<file path="src/rtl/expr_pkg.sv">
// rtl/expr_pkg.sv - shared constants, token layout and FSM encodings for the expression transmitter
package expr_pkg;

  localparam int DIG_W = 4;
  localparam int TOK_W = DIG_W + 2;

  localparam logic [7:0] CH_ZERO = 8'h30;
  localparam logic [7:0] CH_PLUS = 8'h2B;
  localparam logic [7:0] CH_STAR = 8'h2A;

  typedef enum logic [1:0] {
    S_IDLE = 2'd0,
    S_DIG  = 2'd1,
    S_OP   = 2'd2
  } state_t;

  typedef struct packed {
    logic             last;
    logic             op;
    logic [DIG_W-1:0] digit;
  } tok_t;

  function automatic logic [7:0] dig_char(input logic [DIG_W-1:0] d);
    return CH_ZERO + {4'h0, d};
  endfunction

  function automatic logic [7:0] op_char(input logic op);
    return op ? CH_STAR : CH_PLUS;
  endfunction

endpackage

</file>
<file path="src/rtl/expr_tok_fifo.sv">
// rtl/expr_tok_fifo.sv - synchronous token FIFO holding {last, op, digit}
module expr_tok_fifo
  import expr_pkg::*;
#(
  parameter int DEPTH = 4,
  parameter int AW    = 2
) (
  input  logic             clk,
  input  logic             clr,
  input  logic             push,
  input  logic             pop,
  input  logic [TOK_W-1:0] wdata,
  output logic [TOK_W-1:0] rdata,
  output logic             full,
  output logic             empty,
  output logic [AW:0]      count
);

  localparam logic [AW:0] FULL_CNT = (AW + 1)'(DEPTH);

  logic [TOK_W-1:0] mem [DEPTH];
  logic [AW-1:0]    wr_ptr;
  logic [AW-1:0]    rd_ptr;
  logic             push_ok;
  logic             pop_ok;

  assign full    = (count == FULL_CNT);
  assign empty   = (count == '0);
  assign push_ok = push && !full;
  assign pop_ok  = pop && !empty;
  assign rdata   = mem[rd_ptr];

  always_ff @(posedge clk) begin
    if (push_ok) begin
      mem[wr_ptr] <= wdata;
    end
  end

  // Pointers wrap naturally because DEPTH is a power of two.
  always_ff @(posedge clk) begin
    if (clr) begin
      wr_ptr <= '0;
      rd_ptr <= '0;
      count  <= '0;
    end else begin
      if (push_ok) begin
        wr_ptr <= wr_ptr + AW'(1);
      end
      if (pop_ok) begin
        rd_ptr <= rd_ptr + AW'(1);
      end
      case ({push_ok, pop_ok})
        2'b10:   count <= count + (AW + 1)'(1);
        2'b01:   count <= count - (AW + 1)'(1);
        default: count <= count;
      endcase
    end
  end

endmodule

</file>
<file path="src/rtl/expr_tx.sv">
// rtl/expr_tx.sv - serialises buffered digit/operator tokens into an ASCII expression byte stream
// Optional digit range check and sticky err flag under EXPR_TX_CHECK_EN.
module expr_tx
  import expr_pkg::*;
#(
  parameter int DEPTH = 4,
  parameter int AW    = 2
) (
  input  logic             clk,
  input  logic             clr,
  input  logic             in_valid,
  output logic             in_ready,
  input  logic [DIG_W-1:0] in_digit,
  input  logic             in_op,
  input  logic             in_last,
  output logic [7:0]       out_char,
  output logic             out_valid,
  input  logic             out_ready,
  output logic             out_last,
  output logic             expr_ok,
  output logic             err
);

  localparam logic [AW:0] FULL_CNT = (AW + 1)'(DEPTH);

  state_t           state;
  logic             hold_op;
  logic             hold_last;
  tok_t             wtok;
  tok_t             rtok;
  logic [TOK_W-1:0] rdata;
  logic             fifo_full;
  logic             fifo_empty;
  logic [AW:0]      count;
  logic             push_hs;
  logic             fifo_push;
  logic             pop;
  logic             xfer;
  logic             digit_ok;

  assign push_hs   = in_valid && in_ready;
  assign xfer      = out_valid && out_ready;
  assign wtok      = '{last: in_last, op: in_op & ~in_last, digit: in_digit};
  assign rtok      = rdata;
  assign fifo_push = push_hs && digit_ok && !fifo_full;

`ifdef EXPR_TX_CHECK_EN
  logic err_q;

  // Out-of-range digits complete the handshake but never reach the FIFO.
  assign digit_ok = (in_digit <= 4'd9);
  assign in_ready = (count != FULL_CNT) && !err_q;
  assign pop      = (state == S_IDLE) && !fifo_empty && !err_q;
  assign err      = err_q;

  always_ff @(posedge clk) begin
    if (clr) begin
      err_q <= 1'b0;
    end else if (push_hs && !digit_ok) begin
      err_q <= 1'b1;
    end
  end
`else
  assign digit_ok = 1'b1;
  assign in_ready = (count != FULL_CNT);
  assign pop      = (state == S_IDLE) && !fifo_empty;
  assign err      = 1'b0;
`endif

  expr_tok_fifo #(
    .DEPTH(DEPTH),
    .AW   (AW)
  ) u_fifo (
    .clk  (clk),
    .clr  (clr),
    .push (fifo_push),
    .pop  (pop),
    .wdata(wtok),
    .rdata(rdata),
    .full (fifo_full),
    .empty(fifo_empty),
    .count(count)
  );

  always_ff @(posedge clk) begin
    if (clr) begin
      state     <= S_IDLE;
      hold_op   <= 1'b0;
      hold_last <= 1'b0;
      out_valid <= 1'b0;
      out_char  <= 8'h00;
      out_last  <= 1'b0;
      expr_ok   <= 1'b0;
    end else begin
      if (xfer) begin
        expr_ok <= out_last;
      end
      case (state)
        S_IDLE: begin
          if (pop) begin
            hold_op   <= rtok.op;
            hold_last <= rtok.last;
            out_valid <= 1'b1;
            out_char  <= dig_char(rtok.digit);
            out_last  <= rtok.last;
            state     <= S_DIG;
          end
        end
        S_DIG: begin
          // After an error the digit in flight finishes and no operator follows.
          if (xfer) begin
            if (hold_last || err) begin
              out_valid <= 1'b0;
              out_last  <= 1'b0;
              state     <= S_IDLE;
            end else begin
              out_char <= op_char(hold_op);
              out_last <= 1'b0;
              state    <= S_OP;
            end
          end
        end
        S_OP: begin
          if (xfer) begin
            out_valid <= 1'b0;
            state     <= S_IDLE;
          end
        end
        default: begin
          out_valid <= 1'b0;
          out_last  <= 1'b0;
          state     <= S_IDLE;
        end
      endcase
    end
  end

endmodule

</file>
<file path="config.mk">
export PLATFORM = sky130hd
export DESIGN_NAME = expr_tx
export DESIGN_NICKNAME = d
export VERILOG_FILES = /design/src/rtl/expr_pkg.sv /design/src/rtl/expr_tok_fifo.sv /design/src/rtl/expr_tx.sv
export SDC_FILE = /design/constraint.sdc
export NUM_CORES = 1
export LEC_CHECK = 0
export CORE_UTILIZATION = 51
export CTS_BUF_LIST = sky130_fd_sc_hd__clkbuf_8
export DETAILED_ROUTE_END_ITERATION = 16
export PLACE_DENSITY_LB_ADDON = 0.08
export REMOVE_ABC_BUFFERS = 1
export SYNTH_ARGS = -nofsm -noshare
export SYNTH_HDL_FRONTEND = slang
export SYNTH_HIERARCHICAL = 1
export SYNTH_SLANG_ARGS = --single-unit
</file>
<file path="constraint.sdc">
create_clock -name clk -period 2.5 [get_ports clk]
set_input_delay 0.5 -clock clk [delete_from_list [all_inputs] [get_ports clk]]
set_output_delay 0.5 -clock clk [all_outputs]
set_load 0.02 [all_outputs]
</file>
* Yosys cells after proc, flatten, opt, wreduce, memory -nomap -nowiden
Memories as Yosys holds them, arrays and structs flattened. A register that Yosys moved wholly into a read port is not among the register bits.
Index checks and enable logic that the tools add are counted.
** Operators by class
- Add/sub/neg operators :: 5
- Eq/ne operators :: 11
- Mux-type cells :: 22
- Bitwise operators :: 3
- Reductions and logical operators :: 17
** Operators by type and width (count)
- $mux W8 :: 3
- $pmux W8 S2 :: 1
- $mux W2 :: 6
- $mux W1 :: 8
- $ne A2 B2 Y1 const B :: 4
- $reduce_and A4 Y1 :: 2
- $add A6 B4 Y7 const A :: 1
- $logic_and A1 B1 Y1 :: 6
- $pmux W1 S3 :: 2
- $pmux W2 S3 :: 1
- $pmux W3 S2 :: 1
- $reduce_and A3 Y1 :: 2
- $add A2 B1 Y2 const B :: 2
- $eq A2 B1 Y1 const B :: 2
- $eq A2 B2 Y1 const B :: 2
- $reduce_bool A2 Y1 :: 2
- $add A3 B1 Y3 const B :: 1
- $eq A3 B3 Y1 const B :: 1
- $logic_not A3 Y1 :: 1
- $ne A3 B3 Y1 const B :: 1
- $sub A3 B1 Y3 const B :: 1
- $logic_not A1 Y1 :: 2
- $logic_not A2 Y1 :: 1
- $ne A2 B1 Y1 const B :: 1
- other kinds (3) :: 4
** Word-level totals
- Register bits after elaboration :: 22
- Memory bits (writable) :: 24
- Bits of input ports :: 10
- Output and inout bits :: 13
- Word-level logic and storage cells :: 69
- Memories :: 1
** Memory list
- u_fifo.mem :: words 4, bits a word 6, rd ports 1, clocked after memory_dff 1, wr ports 1, RTL line expr_tok_fifo.sv:21 : logic [TOK_W-1:0] mem [DEPTH];

* Depth between registers and ports, before layout
Gate-level depths: netlist (run 1).
- Depth after elaboration :: 6
- Mapped depth :: 12
- Mapped depth without buffers :: 12

* Hierarchy
The synthesis (run 1) kept the hierarchy.
** By module, submodules not included
- expr_tok_fifo :: times used 1, cells each 85, area an instance 1341.3 um^2, sequential area each 900.9 um^2
- expr_tx :: times used 1, cells each 70, area an instance 594.3 um^2, sequential area each 260.2 um^2

* Worst setup path before layout (run 1)
OpenSTA, ideal clock, no wires.
- Path kind :: flip-flop to flip-flop
- Start :: register u_fifo.count[0]
- End :: register u_fifo.count[2]
- Library setup time :: 0.070 ns
- Arrival :: 2.276 ns
- Required time :: 2.430 ns
- Setup slack :: 0.154 ns
- Cell stages (with the launch flop) :: 13
- Path buffers :: 1
- Clock period less this slack :: 2.346 ns
- Cells stage by stage :: dfxtp_1 > nor3_2 > or3_1 > buf_6 > clkinv_8 > o31ai_1 > inv_1 > ha_1 > inv_1 > fa_1 > xor2_1 > or3_1 > a21oi_1
** On the way
- Longest elaborated chain between the ends :: 6
- Elaborated cells between the ends (all ways) :: 16
- Those cells by class :: add/sub: 2; eq/ne: 4; mux: 1; reduce/logical: 9
** RTL lines
- start, declared :: RTL line expr_tok_fifo.sv:16 : output logic [AW:0] count
- start signal, assigned :: RTL line expr_tok_fifo.sv:53 : 2'b10: count <= count + (AW + 1)'(1);
- start signal, assigned :: RTL line expr_tok_fifo.sv:54 : 2'b01: count <= count - (AW + 1)'(1);
- start signal, assigned :: RTL line expr_tok_fifo.sv:55 : default: count <= count;
- $logic_not A3 Y1 (*) :: RTL line expr_tok_fifo.sv:28 : assign empty = (count == '0);
- via fifo_empty :: RTL line expr_tx.sv:33 : logic fifo_empty;
- $logic_not A1 Y1 (*) :: RTL line expr_tx.sv:66 : assign pop = (state == S_IDLE) && !fifo_empty;
- $logic_and A1 B1 Y1 (*) :: RTL line expr_tx.sv:66
- via pop :: RTL line expr_tx.sv:37 : logic pop;
- $logic_and A1 B1 Y1 (*) :: RTL line expr_tok_fifo.sv:30 : assign pop_ok = pop && !empty;
- via u_fifo.pop_ok :: RTL line expr_tok_fifo.sv:25 : logic pop_ok;
- $eq A2 B1 Y1 / $eq A2 B2 Y1 (equally long branches) :: RTL line expr_tok_fifo.sv:52 : case ({push_ok, pop_ok})
- $pmux W3 S2 / $reduce_bool A2 Y1 (equally long branches)
Mark *: on every way through the listed nets, which the timed path passes. The rest lies on a longest branch.
A chain may end at the register's enable or synchronous reset.

* Worst setup path in the final report (run 1)
- Start :: register u_fifo.count[1]
- End :: register u_fifo.count[2]
** On the way
- Longest elaborated chain between the ends :: 6
- Elaborated cells between the ends (all ways) :: 16
- Those cells by class :: add/sub: 2; eq/ne: 4; mux: 1; reduce/logical: 9
** RTL lines
- $eq A3 B3 Y1 (*) :: RTL line expr_tok_fifo.sv:27 : assign full = (count == FULL_CNT);
- via fifo_full :: RTL line expr_tx.sv:32 : logic fifo_full;
- $logic_not A1 Y1 (*) :: RTL line expr_tx.sv:45 : assign fifo_push = push_hs && digit_ok && !fifo_full;
- $logic_and A1 B1 Y1 (*) :: RTL line expr_tx.sv:45
- via fifo_push :: RTL line expr_tx.sv:36 : logic fifo_push;
- $logic_and A1 B1 Y1 (*) :: RTL line expr_tok_fifo.sv:29 : assign push_ok = push && !full;
- $eq A2 B1 Y1 / $eq A2 B2 Y1 (equally long branches) :: RTL line expr_tok_fifo.sv:52
- $pmux W3 S2 / $reduce_bool A2 Y1 (equally long branches)
Marked as above.

==> metrics.csv, run 1 <==
stage,metric,value,unit
status,status,"finished, final reports clean",
hold_path,Hold Crit Class,reg -> reg,
timing,period utilization,97.7,%
synthesis,average cell area after synthesis,12.5,um^2
timing,"Setup violations, final",0,
routing,WL/cell,14.1,um
timing,Fmax,0.409,GHz
clocking,CTS tree,yes,
floorplanning,Die Wd,63.6,um
global_routing,grt ovf,0,
worst_setup_path,WS Path Type,reg -> reg,
worst_setup_path,Worst setup SP type,flip-flop,
synthesis,synthesized area,1940,um^2
timing,final worst slack,0.0565,ns
placement,routability cong.,0.748,
synthesis,Synth Area in Compound Gates,9.44,%
final_layout,layout cells sized above 1,18.3,%
routing,vias per std cell,5.25,
worst_setup_path,"Slowest-stage cell, CP",fa_1,
timing,Fin Setup TNS,0,ns
global_routing,number of global-route vias before repair,1275,
worst_setup_path,Bufs and invs on worst path,4,
timing,Final Hold Fails,0,
clocking,H-Tree Depth,2,
routing,Initial DRT Pass Iterations,4,
routing,Initial DRC Count,53,
clocking,"Clk pin slew, worst setup/hold paths",0.09,ns
routing,Total Routed Length,3300,um
synthesis,Seq cells post-synth,46,
power_and_ir_drop,leakage,0.000838,uW
timing,max-slew violation count,0,
floorplanning,initial core utilization,52.9,%
synthesis,mux cell area share after synthesis,7.50,%
power_and_ir_drop,VDD IR max,0.000509,V
worst_setup_path,"Max FO, Critical Path",5,
final_layout,Nets,201,
clocking,Root Buffer,clkbuf_8,
global_routing,M2 GR Usage,31.9,%
worst_setup_path,reg2reg setup slack,0.06,ns
synthesis,XOR/XNOR Fraction of Synth Area,1.36,%
clocking,TritonCTS Buffers,5,
worst_setup_path,Critical Path End Type,flip-flop,
synthesis,post-synthesis sequential area ratio,60.0,%
synthesis,asr flop ratio synth,0,%
synthesis,post-synthesis adder-cell area fraction,4.27,%
synthesis,Synth Area in Simple Gates,11.2,%
floorplanning,die area,4050,um^2
global_routing,first-pass GRT wire length,5660,um
synthesis,synth warn,6,
worst_setup_path,"critical path, cell by cell",buf_4 -> nor3b_4 -> and3b_1 -> inv_2 -> nor2_1 -> inv_1 -> ha_1 -> inv_1 -> fa_1 -> xor2_1 -> or3_1 -> a21oi_2,
synthesis,largest family of logic cells by synthesized area,simple AND/OR/NAND/NOR gates,
clocking,clk sinks,46,
global_routing,met1 Use GR,22.5,%
routing,post-route ant nets,0,
synthesis,Post-Synthesis Cells,155,
timing,Worst Skew,0.00515,ns
global_routing,largest net degree at the start of global routing,23,
worst_setup_path,Worst path max stage delay,0.38,ns
placement,HPWL Detailed,2320,um
clocking,Hold Buf Count CTS,0,
clocking,worst skew pair latency,0.30,ns
worst_setup_path,Top Family by Delay on Critical Path,simple AND/OR/NAND/NOR gates,
worst_setup_path,CP most frequent cell,inv_1,
synthesis,number of flops mapped to enable cells by yosys,24,
timing,Final min period,2.44,ns
final_layout,Diodes inserted,0,
global_routing,Tot GR Track Use,18.9,%
routing,DRC Markers,0,
placement,Place WS,-0.0938,ns
global_routing,GR peak layer,met2,
worst_setup_path,Worst Path Required,2.72,ns
floorplanning,FP Rows,22,
routing,vias,1229,
global_routing,initial antenna violation count,0,
synthesis,Main synth FF type,edfxtp_1,
floorplanning,height of the die,63.6,um
floorplanning,Top Ports,23,
placement,Port-buffer cells,19,
clocking,CTS Buffer Depth,2,
job,Max Cap Violations,0,
synthesis,Yosys cell types,37,
final_layout,Area Overhead vs Synth,21.3,%
power_and_ir_drop,pwr/cell area,1120,nW/um^2
global_routing,met3 usage,4.89,%
worst_setup_path,crit path DAT,2.67,ns
floorplanning,core box area,3660,um^2
metrics by stage:
step	power, uW	hold WS [ns]	instance area (um^2)	util, %	cells
after floorplan	1700	0.431	1890	-	149
after global placement	2030	0.434	2210	60.4	225
after detailed placement	2070	0.446	2210	60.4	225
after CTS	2620	0.460	2320	63.5	233
after global routing	2790	0.496	2350	64.1	234
final	2630	0.455	2350	64.1	234
where the power goes:
part | total, uW | switching, uW | internal, uW
Clock | 550 | 252 | 297
Combinational | 999 | 532 | 467
Sequential | 1080 | 96.7 | 982
final timing paths:
check | endpoint | cells past startpoint | startpoint
setup reg to reg | u_fifo/count[2]$_SDFFE_PP0P_ | 12 | u_fifo/count[1]$_SDFFE_PP0P_
hold reg to reg | out_char[1]$_SDFFE_PP0P_ | 2 | out_char[1]$_SDFFE_PP0P_
setup / recovery | u_fifo/count[2]$_SDFFE_PP0P_ | 12 | u_fifo/count[1]$_SDFFE_PP0P_
hold / removal | out_char[1]$_SDFFE_PP0P_ | 2 | out_char[1]$_SDFFE_PP0P_
tightest hold or removal path, cell delays in order (launching register included):
cell and delay [ns]:
dfxtp_1 0.32, inv_1 0.05, a211oi_1 0.05
layer usage:
layer,vias to the layer above,wire [um]
met5,-,0
met4,0,65
met3,6,117
met2,26,1700
met1,593,1420
li1,604,-
logic make-up after synthesis:
kind of cell / count (synthesis)
multiplexers: 7
buffers and inverters: 22
adder cells (fa/ha/maj): 6
other: 1
XOR/XNOR: 3
AND/OR/NAND/NOR: 40
flip-flops: 46
AO/OA/AOI/OAI: 30
sequential cells by signal, summed over array words and instances, names as in the netlist, named ones only:
| signal | count |
|---|---|
| u_fifo/rd_ptr | 2 |
| out_valid | 1 |
| u_fifo/mem | 24 |
| u_fifo/count | 3 |
| state | 2 |
| u_fifo/wr_ptr | 2 |
| expr_ok | 1 |
| hold_last | 1 |
| hold_op | 1 |
| out_last | 1 |
| out_char | 6 |
cell usage after synthesis, drive strengths merged, types with 4 or more instances:
cell type / count / share of area, %
a211oi: 4 / 1.6
a21oi: 16 / 4.3
and2: 4 / 1.3
buf: 8 / 2.7
dfxtp: 22 / 23
edfxtp: 24 / 37
ha: 5 / 3.2
inv: 13 / 2.5
mux4: 6 / 7.0
nand2: 9 / 1.7
nor2: 9 / 1.7
o21ai: 5 / 1.3
or3: 4 / 1.3
area by class of cell:
class | instances | area (um^2)
clock buffers | 5 | 68.8
clock inverters | 3 | 45.0
flip-flops and latches | 46 | 1160
well taps | 48 | 60.1
inverters | 14 | 65.1
multi-input cells | 89 | 681
fillers | 300 | 1310
repair buffers | 29 | 265
layout by cell type, fill, tap and decap left out, drive strengths merged:
master / netlist / layout
a2111oi: 1 / 1
clkinv: 1 / 1
nand2: 9 / 9
edfxtp: 24 / 24
a211oi: 4 / 4
o31ai: 1 / 1
clkdlybuf4s50: 0 / 19
nor3: 1 / 1
bufinv: 0 / 1
nor3b: 1 / 1
fa: 1 / 1
or2: 2 / 2
nand2b: 2 / 2
nand4b: 1 / 1
a21oi: 16 / 16
clkbuf: 0 / 5
xor2: 3 / 3
ha: 5 / 5
buf: 8 / 10
and2: 4 / 4
or3: 4 / 4
nand3: 3 / 3
and2b: 1 / 1
mux4: 6 / 6
mux2i: 1 / 1
clkinvlp: 0 / 2
a22oi: 1 / 1
nor2: 9 / 9
conb: 1 / 3
o211ai: 1 / 1
dfxtp: 22 / 22
and3b: 1 / 1
inv: 13 / 13
a21o: 1 / 1
nor2b: 2 / 2
o21ai: 5 / 5
repair_timing:
item,CTS,global route
buffers inserted,0,1
resized for setup,1,4
pin swaps,0,1
setup endpoints to repair,1,1
No activity file was read; power rests on OpenSTA's default activity.
==> run 2: changes to the inputs <==
- CORE_UTILIZATION: 51 -> 49
- CTS_BUF_LIST: sky130_fd_sc_hd__clkbuf_8 -> default
- SLEW_MARGIN: default -> 0
==> run 2 against run 1 <==
Global-route usage increased by 0.15 points. Sequential cell count unchanged. Non-clock buffer count increased by 1. Via count increased by 0.81%. Sequential power about the same. First-iteration DRC count decreased by 40%. Design area increased by 1.7%. Hold slack got worse by 0.0019 ns.
==> metrics.csv, run 2 (same netlist as run 1, synthesis figures left out) <==
stage,metric,value,unit
final_layout,Post-Layout Cell Count,235,
routing,Total Routed Length,3380,um
power_and_ir_drop,VDD IR max,0.000542,V
clocking,Root Buffer,clkbuf_8,
clocking,worst skew pair latency,0.29,ns
timing,Final min period,2.39,ns
floorplanning,FP Rows,22,
timing,"Setup violations, final",0,
routing,WL/cell,14.4,um
timing,final worst slack,0.107,ns
final_layout,"commonest non-fill, non-tap cell in the layout",edfxtp_1,
floorplanning,Die Wd,64.9,um
timing,Final Hold Fails,0,
clocking,clk sinks,46,
global_routing,grt ovf,0,
routing,Initial DRC Count,32,
final_layout,number of flip-flops in the largest register,24,
clocking,TritonCTS Buffers,5,
timing,Worst Skew,0.00852,ns
routing,WL met1,1480,um
status,status,"finished, final reports clean",
power_and_ir_drop,clock power share,23.3,%
floorplanning,core box area,3720,um^2
clocking,H-Tree Depth,2,
timing,Hold Worst Slack,0.453,ns
floorplanning,die area,4210,um^2
placement,Port-buffer cells,19,
timing,Fmax,0.418,GHz
clocking,CTS tree,yes,
routing,max layer used,met4,
placement,Place WS,-0.0427,ns
placement,Post-DP Area,2220,um^2
timing,period utilization,95.7,%
final_layout,Nets,202,
power_and_ir_drop,pwr/cell area,1160,nW/um^2
final_layout,Largest regs,"u_fifo/mem: 24 flops, out_char: 6 flops, u_fifo/count: 3 flops",
timing,max-slew violation count,0,
routing,Initial DRT Pass Iterations,4,
global_routing,largest net degree at the start of global routing,17,
routing,vias per std cell,5.27,
routing,post-route ant nets,0,
global_routing,first-pass GRT wire length,5780,um
power_and_ir_drop,sw frac,31.9,%
final_layout,Area Overhead vs Synth,23.3,%
placement,routability cong.,0.810,
final_layout,"commonest non-fill, non-tap cells in the layout","24 x edfxtp_1, 19 x dfxtp_1, 19 x clkdlybuf4s50_1, 14 x a21oi_1, 12 x inv_1",
power_and_ir_drop,combinational share of power,37.4,%
worst_setup_path,Worst setup SP type,flip-flop,
final_layout,layout cells sized above 1,20.9,%
power_and_ir_drop,Reg power frac,39.3,%
worst_setup_path,crit path DAT,2.62,ns
worst_setup_path,WS Path Type,reg -> reg,
placement,placed cells,226,
floorplanning,Top Ports,23,
worst_setup_path,Critical Path End Type,flip-flop,
global_routing,Tot GR Track Use,19.1,%
placement,HPWL Detailed,2410,um
final_layout,Diodes inserted,0,
final_layout,final non-filler cell area,2390,um^2
worst_setup_path,"Max FO, Critical Path",5,
power_and_ir_drop,Internal Power,1880,uW
routing,DRC Markers,0,
global_routing,number of global-route vias before repair,1261,
routing,vias,1239,
global_routing,initial antenna violation count,0,
power_and_ir_drop,leakage,0.000860,uW
floorplanning,height of the die,64.9,um
routing,met3 WL,138,um
power_and_ir_drop,switching power,881,uW
final_layout,largest register by flop count,u_fifo/mem,
routing,met2 WL,1720,um
job,Max Cap Violations,0,
hold_path,Hold Crit Class,reg -> reg,
clocking,"Clk pin slew, worst setup/hold paths",0.09,ns
clocking,CTS Buffer Depth,2,
worst_setup_path,Worst Path Required,2.73,ns
floorplanning,initial core utilization,52.1,%
## run 2: power by group through the flow
stage	Sequential [uW]	Clock, uW	Combinational (uW)
after global placement	1090	0	965
final	1090	642	1030
after detailed placement	1100	0	990
after floorplan	1180	0	528
after global routing	1110	686	1150
after CTS	1080	658	997
## run 2: path summary, 6_finish.rpt
kind / startpoint / to / slack [ns] / cells past startpoint
max: u_fifo/count[1]$_SDFFE_PP0P_ / u_fifo/count[2]$_SDFFE_PP0P_ / 0.11 / 12
min: out_char[5]$_SDFFE_PP0P_ / out_char[5]$_SDFFE_PP0P_ / 0.45 / 2
max reg2reg: u_fifo/count[1]$_SDFFE_PP0P_ / u_fifo/count[2]$_SDFFE_PP0P_ / 0.11 / 12
min reg2reg: out_char[5]$_SDFFE_PP0P_ / out_char[5]$_SDFFE_PP0P_ / 0.45 / 2
## run 2: critical path: stages, from the launching register on
cell	delay, ns
dfxtp_2	0.33
buf_4	0.15
nor3b_4	0.23
and3b_1	0.21
inv_2	0.06
nor2_1	0.05
inv_1	0.06
ha_2	0.17
inv_1	0.05
fa_2	0.33
xor2_1	0.15
or3_1	0.39
a21oi_2	0.14
## run 2: through the flow
step / power, uW / setup TNS, ns / utilization (%)
floorplan: 1700 / 0 / -
global placement: 2050 / 0 / 59.7
detailed placement: 2090 / -0.0427 / 59.7
CTS: 2740 / 0 / 63.4
global route: 2950 / -0.0359 / 64.2
finish: 2760 / 0 / 64.2
## run 2: timing repair
item | CTS | global route
setup endpoints to repair | 0 | 1
endpoints found under the hold margin | 0 | 0
hold buffers | 0 | 0
setup buffers | 0 | 1
gates resized for setup | 0 | 9
## run 2: layer usage
layer / global-route usage [%] / vias to the layer above
li1: - / 602
met1: 22.2 / 602
met2: 32.2 / 31
met3: 5.46 / 4
met4: 9.17 / 0
met5: 0 / -
## run 2: layout make-up
type | count | area [um^2]
Sequential cell | 46 | 1160
Tap cell | 48 | 60.1
Timing Repair Buffer | 30 | 273
Clock inverter | 3 | 68.8
Clock buffer | 5 | 68.8
Multi-Input combinational cell | 89 | 686
Fill cell | 292 | 1330
Inverter | 14 | 65.1
==> run 3: changes to the inputs <==
- CELL_PAD_IN_SITES_DETAIL_PLACEMENT: default -> 0
- CELL_PAD_IN_SITES_GLOBAL_PLACEMENT: default -> 2
- CORE_UTILIZATION: 49 -> 33
- HOLD_SLACK_MARGIN: default -> 0.08
==> run 3 against run 2 <==
Clock skew rose by 0.0026 ns. Design area rose by 0.42%. Clock power fell by 14%. Global-route usage fell by 6.7 points. Non-clock buffer count rose by 1. Hold slack got worse by 0.0028 ns. Via count fell by 3.0%. Utilization fell by 21 points. Setup slack improved by 0.023 ns. Combinational power barely moved. Cell count rose by 11%. Largest cell class unchanged. Highest routed layer unchanged.
==> metrics.csv, run 3 (same netlist as run 1, synthesis figures left out) <==
stage,metric,value,unit
floorplanning,initial core utilization,34.7,%
routing,WL/cell,13.2,um
global_routing,number of global-route vias before repair,1161,
routing,post-route ant nets,0,
floorplanning,height of the die,78.6,um
routing,DRC Markers,0,
routing,vias per std cell,4.62,
final_layout,Nets,203,
global_routing,first-pass GRT wire length,5560,um
clocking,clk sinks,46,
hold_path,HP Start,out_char[5]$_SDFFE_PP0P_,
floorplanning,Die Wd,78.6,um
timing,Final min period,2.37,ns
clocking,Hold Buf Count CTS,0,
final_layout,layout cells sized above 1,20.7,%
timing,Worst Skew,0.0111,ns
status,status,"finished, final reports clean",
placement,Port-buffer cells,19,
final_layout,"commonest non-fill, non-tap cell in the layout",edfxtp_1,
final_layout,Post-Layout Cell Count,260,
worst_setup_path,Critical Path End Type,flip-flop,
timing,Final Hold Fails,0,
floorplanning,die area,6180,um^2
routing,vias,1202,
placement,Post-DP Area,2250,um^2
placement,routability cong.,0.693,
worst_setup_path,Critical Path End,u_fifo/count[2]$_SDFFE_PP0P_,
floorplanning,core box area,5570,um^2
final_layout,number of flip-flops in the largest register,24,
worst_setup_path,Worst setup SP type,flip-flop,
clocking,Root Buffer,clkbuf_8,
timing,period utilization,94.8,%
global_routing,met1 Use GR,13.6,%
hold_path,Hold Crit Class,reg -> reg,
final_layout,"commonest non-fill, non-tap cells in the layout","24 x edfxtp_1, 19 x dfxtp_1, 19 x clkdlybuf4s50_1, 14 x a21oi_1",
floorplanning,Top Ports,23,
worst_setup_path,critical register-to-register path endpoint,u_fifo/count[2]$_SDFFE_PP0P_,
routing,Initial DRT Pass Iterations,4,
routing,Initial DRC Count,27,
global_routing,M2 GR Usage,21.8,%
final_layout,Diodes inserted,0,
global_routing,grt ovf,0,
worst_setup_path,"Max FO, Critical Path",5,
worst_setup_path,crit path from,u_fifo/count[0]$_SDFFE_PP0P_,
timing,actual slew at the worst max-slew pin,0.487,ns
final_layout,Largest regs,"u_fifo/mem: 24 flops, out_char: 6 flops, u_fifo/count: 3 flops",
power_and_ir_drop,pwr/cell area,1120,nW/um^2
clocking,"Clk pin slew, worst setup/hold paths",0.09,ns
final_layout,final non-filler cell area,2400,um^2
global_routing,largest net degree at the start of global routing,23,
floorplanning,FP Rows,27,
worst_setup_path,R2R cell count,12,
timing,Fmax,0.422,GHz
power_and_ir_drop,leakage,0.000852,uW
clocking,CTS Buffer Depth,2,
global_routing,initial antenna violation count,0,
global_routing,Tot GR Track Use,12.3,%
clocking,H-Tree Depth,2,
placement,HPWL Detailed,2450,um
timing,Hold Worst Slack,0.451,ns
clocking,CTS tree,yes,
final_layout,largest register by flop count,u_fifo/mem,
routing,Total Routed Length,3440,um
final_layout,Finished Core Util,43.0,%
global_routing,met3 usage,3.49,%
timing,max-slew violation count,0,
worst_setup_path,reg-to-reg startpoint,u_fifo/count[0]$_SDFFE_PP0P_,
placement,placed cells,251,
power_and_ir_drop,VDD IR max,0.000369,V
timing,Slew HR,66.7,%
job,Max Cap Violations,0,
worst_setup_path,crit path DAT,2.60,ns
global_routing,GR peak layer,met2,
worst_setup_path,WS Path Type,reg -> reg,
clocking,worst skew pair latency,0.30,ns
worst_setup_path,Worst Path Required,2.73,ns
clocking,TritonCTS Buffers,5,
timing,"Setup violations, final",0,
worst_setup_path,reg2reg setup slack,0.13,ns
final_layout,Area Overhead vs Synth,23.8,%
-- run 3: layer usage --
metal	part of all wire (%)	routed length (um)
met1	45	1550
met2	50	1710
met3	3.4	118
met5	0	0
met4	1.6	56
-- run 3: power by group --
| group | internal [uW] | leakage [uW] | total (uW) | switching, uW |
|---|---|---|---|---|
| Sequential | 988 | 0.000403 | 1100 | 112 |
| Clock | 300 | 0.0000585 | 554 | 254 |
| Combinational | 495 | 0.000391 | 1020 | 524 |
-- run 3: layout make-up --
class / count / area [um^2]
timing repair buffer: 31 / 280
sequential: 46 / 1170
tap: 72 / 90.1
multi-input combinational: 89 / 681
clock buffer: 5 / 68.8
inverter: 14 / 65.1
fill: 533 / 3180
clock inverter: 3 / 43.8
-- run 3: worst min path at each step --
stage / end / depth (start not counted)
final: out_char[5]$_SDFFE_PP0P_ / 2
after global routing: out_char[0]$_SDFFE_PP0P_ / 2
after CTS: out_char[5]$_SDFFE_PP0P_ / 2
after detailed placement: out_char[5]$_SDFFE_PP0P_ / 2
after global placement: out_char[5]$_SDFFE_PP0P_ / 2
after floorplan: hold_op$_SDFFE_PP0P_ / 2
-- run 3: worst max-delay path: stages (launching register included) --
cell and delay (ns):
dfxtp_4 0.37, buf_4 0.14, nor3b_4 0.21, and3b_1 0.21, inv_2 0.05, nor2_1 0.05
inv_1 0.07, ha_2 0.17, inv_1 0.05, fa_2 0.33, xor2_1 0.15, or3_1 0.37
a21oi_2 0.13
-- run 3: metrics by stage --
stage | setup slack [ns] | power (uW) | TNS, ns
4_1_cts | 0.0382 | 2680 | 0
6_report | 0.130 | 2670 | 0
3_3_place_gp | 0.0360 | 2090 | 0
5_1_grt | -0.0348 | 2870 | -0.0348
3_5_place_dp | -0.0248 | 2120 | -0.0248
2_1_floorplan | 0.0891 | 1700 | 0
-- run 3: timing repair --
item	in CTS	in global routing
setup buffers	0	1
endpoints found under the setup margin	0	1
gates resized for setup	0	9
